File: src/rtl/param_updown_counter_sync.sv
// Purpose: synchronous up/down modulo counter with clamped parallel load, terminal-count flag and wrap pulse.
// Latency: 1 cycle from Load/En to count/wrap; tc is combinational. No backpressure (always accepts).
// Option: define PARAM_UPDOWN_COUNTER_SATURATE_EN to saturate at the range ends instead of wrapping.
module param_updown_counter_sync #(
    parameter int              WIDTH   = 4,
    parameter longint unsigned MODULUS = 16
) (
    input  logic             Clk,
    input  logic             Clr,
    input  logic             En,
    input  logic             UpDn,
    input  logic             Load,
    input  logic [WIDTH-1:0] LoadVal,
    output logic [WIDTH-1:0] count,
    output logic             tc,
    output logic             wrap
);

    localparam logic [WIDTH-1:0] MAXV = WIDTH'(MODULUS - 1);

    logic [WIDTH-1:0] load_val;
    logic [WIDTH-1:0] count_nxt;
    logic             wrap_nxt;
    logic             at_max;
    logic             at_zero;

    // A full binary range needs no clamp; the compare would be constant false.
    generate
        if (MODULUS == (64'd1 << WIDTH)) begin : g_full_range
            assign load_val = LoadVal;
        end else begin : g_clamp
            assign load_val = (LoadVal > MAXV) ? MAXV : LoadVal;
        end
    endgenerate

    assign at_max  = (count == MAXV);
    assign at_zero = (count == '0);
    assign tc      = UpDn ? at_max : at_zero;

    always_comb begin
        count_nxt = count;
        wrap_nxt  = 1'b0;
        if (Load) begin
            count_nxt = load_val;
        end else if (En) begin
            if (UpDn) begin
                if (at_max) begin
`ifdef PARAM_UPDOWN_COUNTER_SATURATE_EN
                    count_nxt = count;
`else
                    count_nxt = '0;
`endif
                    wrap_nxt  = 1'b1;
                end else begin
                    count_nxt = count + 1'b1;
                end
            end else begin
                if (at_zero) begin
`ifdef PARAM_UPDOWN_COUNTER_SATURATE_EN
                    count_nxt = count;
`else
                    count_nxt = MAXV;
`endif
                    wrap_nxt  = 1'b1;
                end else begin
                    count_nxt = count - 1'b1;
                end
            end
        end
    end

    always_ff @(posedge Clk) begin
        if (Clr) begin
            count <= '0;
            wrap  <= 1'b0;
        end else begin
            count <= count_nxt;
            wrap  <= wrap_nxt;
        end
    end

endmodule

File: config.mk
export PLATFORM = sky130hd
export DESIGN_NAME = param_updown_counter_sync
export DESIGN_NICKNAME = d
export VERILOG_FILES = /design/src/rtl/param_updown_counter_sync.sv
export SDC_FILE = /design/constraint.sdc
export NUM_CORES = 1
export LEC_CHECK = 0
export CORE_AREA = 2 2 39 41
export DETAILED_ROUTE_END_ITERATION = 8
export DIE_AREA = 0 0 41 43
export GPL_TIMING_DRIVEN = 0
export HOLD_SLACK_MARGIN = 0.06
export PLACE_DENSITY_LB_ADDON = 0.3
export RECOVER_POWER = 25
export SYNTH_ARGS = -nofsm -noshare
export SYNTH_HDL_FRONTEND = slang
export SYNTH_SLANG_ARGS = --single-unit
File: constraint.sdc
create_clock -name Clk -period 1.5 [get_ports Clk]
set_input_delay 0.15 -clock Clk [delete_from_list [all_inputs] [get_ports Clk]]
set_output_delay 0.15 -clock Clk [all_outputs]
set_load 0.01 [all_outputs]
* Yosys cells after proc, flatten, opt, wreduce, memory -nomap -nowiden
Index checks and enable logic that the tools add are counted.
** Storage, ports and cells
- Bits of input ports :: 9
- Flip-flop bits (word level) :: 5
- Output and inout port bits :: 6
- Word-level logic and storage cells :: 18
** Cells by class
- Equal/unequal tests :: 1
- $add $sub $neg :: 2
- Reductions and logical operators :: 3
- Bitwise logic cells :: 1
- Mux-type cells :: 9
** Operators with widths (count)
- 4-bit 2-to-1 mux :: 5
- 4-bit by 1-bit adder with 4-bit output, second input constant :: 1
- 4-bit == test, second input constant :: 1
- 4-bit logical NOT :: 1
- 1-bit 2-to-1 mux :: 4
- 4-bit by 1-bit subtractor with 4-bit output, second input constant :: 1
- 3-bit OR reduction :: 1
- 2-bit nonzero test :: 1
- 1-bit NOT :: 1

* Depth between registers and ports, before layout
- Depth after elaboration :: 5
- Mapped depth :: 6
- Gate-level depth less buffers :: 6

* Least setup slack after synthesis
No wires, ideal clock.
- Path type :: flip-flop to flip-flop
- Start :: register count[0]
- End :: register wrap
- Period minus slack after synthesis :: 1.550 ns
- Arrival :: 1.485 ns
- Cell stages (with the launch flop) :: 6
- Path slack :: -0.050 ns
- Path buffers :: 0
- Cells stage by stage :: dfxtp_1 > inv_1 > ha_1 > or3b_1 > o21ai_0 > nor2b_1
** Between the ends
- Word-level cells in the longest chain between the ends :: 3
- Elaborated cells on any way between the ends :: 5
** RTL lines
- start, declared :: line 14 : output logic [WIDTH-1:0] count,
- start signal, assigned :: line 77 : count <= count_nxt;
- 4-bit == test / 4-bit logical NOT (equally long branches) :: line 36, 37
- 1-bit 2-to-1 mux (on tied branches) :: line 47, 58
- 1-bit 2-to-1 mux * :: line 46 : if (UpDn) begin
- end signal, assigned :: line 78 : wrap <= wrap_nxt;
- end, declared :: line 16 : output logic wrap
Mark *: on every way between the ends. The rest lies on a longest branch, timed or not.
A chain may end at the register's enable or synchronous reset.

* Final worst setup path
- Start :: register count[1]
- End :: output port tc
** Between the ends
- Word-level cells in the longest chain between the ends :: 2
- Elaborated cells on any way between the ends :: 3
** RTL lines
- 4-bit == test / 4-bit logical NOT (equally long branches) :: line 36, 37
- 1-bit 2-to-1 mux * :: line 38 : assign tc = UpDn ? at_max : at_zero;
- end, declared :: line 15 : output logic tc,
Marks and branches as above.

==> run_results.csv <==
group,metric,value,unit
status,status,"complete, but fails checks",
status,violations,"negative setup slack",
global_route,grt_overflow,0,
floorplanning,die-width,41,um
setup_path,critPathCaptureType,"output pin",
setup_path,cp_max_fo,2,
sta,hold_violations,0,
placement,gp_congestion,0.709,
layout,drive_above_1_share,32.4,%
drt,via_count,398,
sta,clock.fmax,638,MHz
setup_path,path_delay_family,"simple AND/OR/NAND/NOR gates",
drt,drc,0,
layout,fin_area,611,sq um
setup_path,worstSetupStartpoint,"count[1]$_SDFFE_PP0P_",
setup_path,rrSetupSlack,0.09,ns
setup_path,cp-start-kind,"flip-flop",
drt,wl,942,um
sta,fin_crit,1.57,ns
sta,setup_violations,1,
setup_path,rr_startpoint,"count[1]$_SDFFE_PP0P_",
yosys,syn_inst,43,
global_route,grt_pass1_wl,1450,um
setup_path,critPathBufInv,2,
setup_path,critPathArrivalTime,1.42,ns
power,power.leakage,0.240,nW
setup_path,slowest_stage,"or3b_4",
yosys,synth_warnings,0,
setup_path,cp-endpoint,"tc",
power,power,0.472,mW
placement,place_ws,-0.439,ns
setup_path,crit_chain,"inv_4 -> ha_4 -> or3b_4 -> o21ai_2 -> buf_2",
setup_path,r2r_end,"count[0]$_SDFFE_PP0P_",
run,cap_violations,0,
yosys,synthesis.area,342,sq um
sta,timing.final.crit_share,104,%
drt,routed_via_density,4.74,
floorplanning,core_area,0.00138,sq mm
min_path,worstHoldPathCells,3,
global_route,grt_pass1_vias,336,
global_route,antenna_found_initial,0,
layout,syn2layout_area_growth,78.8,%
yosys,ys_types,22,
floorplanning,die_h,43,um
setup_path,reg2reg_depth,6,
yosys,syn-num-nets,54,
global_route,grt_max_degree,10,
clock_network,cts_tree,"yes",
global_route,grt_usage,12.3,%
power,ir_drop,0.436,mV
yosys,synth-seq-cells,5,
sta,slew-limit-headroom,84.1,%
clock_network,worstSkewPairLatency,0.24,ns
placement,dpl.hpwl,619,um
sta,finalMaxSlewViolations,0,
setup_path,crit_required,1.35,ns
layout,nets,80,
clock_network,hold_buffers,0,
yosys,avgSynthCellArea,7.94,sq um
setup_path,cpPeakStageDelay,0.37,ns
placement,dpl_cell_area,502,sq um
setup_path,worst-setup-path-type,"reg2out",
drt,avgRoutedWirePerCell,11.2,um
floorplanning,ios,15,
power,p_per_area,773,mW/mm^2
sta,skew,0.00207,ns
sta,rsz0062_at_grt,"true",
setup_path,cp.depth,5,
clock_network,cts.clk_slew.worst_paths,0.04,ns
sta,fin_ws,-0.0663,ns
clock_network,clock_sinks,5,
layout,antenna_cells,0,
clock_network,htreeDepth,1,
clock_network,cts_buffers,3,
drt,drt-initial-drc-count,10,
clock_network,clock-root-buffer,"clkbuf_4",
clock_network,cts_buffer_depth,2,
floorplanning,die_area,0.00176,sq mm
yosys,synth-seq-area-share,29.3,%
placement,io_buffers,14,
sta,tightest_slew,0.238,ns
drt,ant_nets,0,
floorplanning,initial_utilization,24.7,%
min_path,hp-class,"in2reg",
drt,dr.pass1.iters,5,
floorplanning,rows,14,
[what timing repair did]
action                     CTS  global route
setup endpoints to repair    3             4
setup buffers                5             2
gates resized for setup     16             2
pin swaps                    2             1
[final cells by class]
type / count / area (sq um)
clock buffer: 4 / 26.3
inverter: 5 / 23.8
sequential: 5 / 109
multi-input combinational: 33 / 244
tap: 16 / 20.0
timing repair buffer: 21 / 188
fill: 150 / 773
[Yosys cell counts]
cell type / number / area [sq um]
nand4_1: 1 / 6.26
nor3b_1: 1 / 7.51
o32ai_1: 1 / 8.76
inv_1: 5 / 18.8
ha_1: 2 / 25.0
or3b_1: 1 / 8.76
nand2_1: 3 / 11.3
mux2_2: 1 / 11.3
xnor2_1: 2 / 17.5
o21ai_0: 4 / 20.0
and3_2: 1 / 7.51
a31oi_1: 1 / 6.26
nor2b_1: 1 / 6.26
nand3_1: 1 / 5.00
o221ai_1: 1 / 8.76
nor2_1: 3 / 11.3
nand2b_1: 1 / 6.26
a21oi_1: 4 / 20.0
mux2i_1: 1 / 10.0
dfxtp_1: 5 / 100
a211oi_1: 2 / 15.0
o311a_1: 1 / 10.0
[worst reg2reg max path, delay by kind of cell, from the launching register on]
family	cells	cell delay (ns)
flip-flops	1	0.35
adder cells (fa/ha/maj)	1	0.12
buffers and inverters	1	0.06
AND/OR/NAND/NOR	1	0.37
AO/OA/AOI/OAI	3	0.42
[state kept, by name, summed over array words and instances (netlist names)]
name / cells
wrap: 1
count: 4
[layer usage]
| metal | wire (um) | track usage (%) | part of all wire [%] |
|---|---|---|---|
| met1 | 392 | 14.7 | 42 |
| met2 | 489 | 17.5 | 52 |
| met3 | 60 | 7.85 | 6.4 |
| met4 | 0 | 4.00 | 0 |
| met5 | 0 | 0 | 0 |
[placed cells by master (no fill, tap or decap), drive strengths merged]
master / netlist / final
clkdlybuf4s50: 0 / 13
buf: 0 / 8
inv: 5 / 5
dfxtp: 5 / 5
a21oi: 4 / 4
o21ai: 4 / 4
clkbuf: 0 / 4
nand2: 3 / 3
nor2: 3 / 3
xnor2: 2 / 2
a211oi: 2 / 2
ha: 2 / 2
or3b: 1 / 1
and3: 1 / 1
mux2: 1 / 1
mux2i: 1 / 1
nand4: 1 / 1
nand2b: 1 / 1
a31oi: 1 / 1
o311a: 1 / 1
nand3: 1 / 1
nor3b: 1 / 1
o32ai: 1 / 1
nor2b: 1 / 1
o221ai: 1 / 1
[report_power, final]
part	switching (mW)	internal (mW)	leakage (nW)
Sequential	0.0139	0.143	0.0429
Clock	0.0534	0.100	0.0150
Combinational	0.0649	0.0957	0.182
Total	0.132	0.340	0.240
[cell families after synthesis]
| group | share of synthesized area (%) |
|---|---|
| flip-flops | 29.3 |
| XOR/XNOR | 5.13 |
| AND/OR/NAND/NOR | 20.5 |
| AO/OA/AOI/OAI | 26.0 |
| adder cells (fa/ha/maj) | 7.32 |
| buffers and inverters | 5.50 |
| multiplexers | 6.23 |
[worst min-delay path by stage]
stage / end / startpoint
floorplan: count[0]$_SDFFE_PP0P_ / Clr
global placement: count[1]$_SDFFE_PP0P_ / count[1]$_SDFFE_PP0P_
detailed placement: count[1]$_SDFFE_PP0P_ / count[1]$_SDFFE_PP0P_
CTS: count[0]$_SDFFE_PP0P_ / LoadVal[0]
global route: count[1]$_SDFFE_PP0P_ / LoadVal[1]
finish: count[0]$_SDFFE_PP0P_ / LoadVal[0]
[stage by stage]
| step | hold slack, ns | TNS [ns] | util, % | cells |
|---|---|---|---|---|
| 3_3_place_gp | 0.618 | -0.538 | 36.3 | 73 |
| 2_1_floorplan | 0.219 | 0 | - | 43 |
| 4_1_cts | 0.465 | -0.0990 | 42.8 | 82 |
| 6_report | 0.468 | -0.0663 | 44.1 | 84 |
| 3_5_place_dp | 0.604 | -0.549 | 36.3 | 73 |
| 5_1_grt | 0.485 | -0.135 | 44.1 | 84 |
No activity file was read; power rests on OpenSTA's default activity.
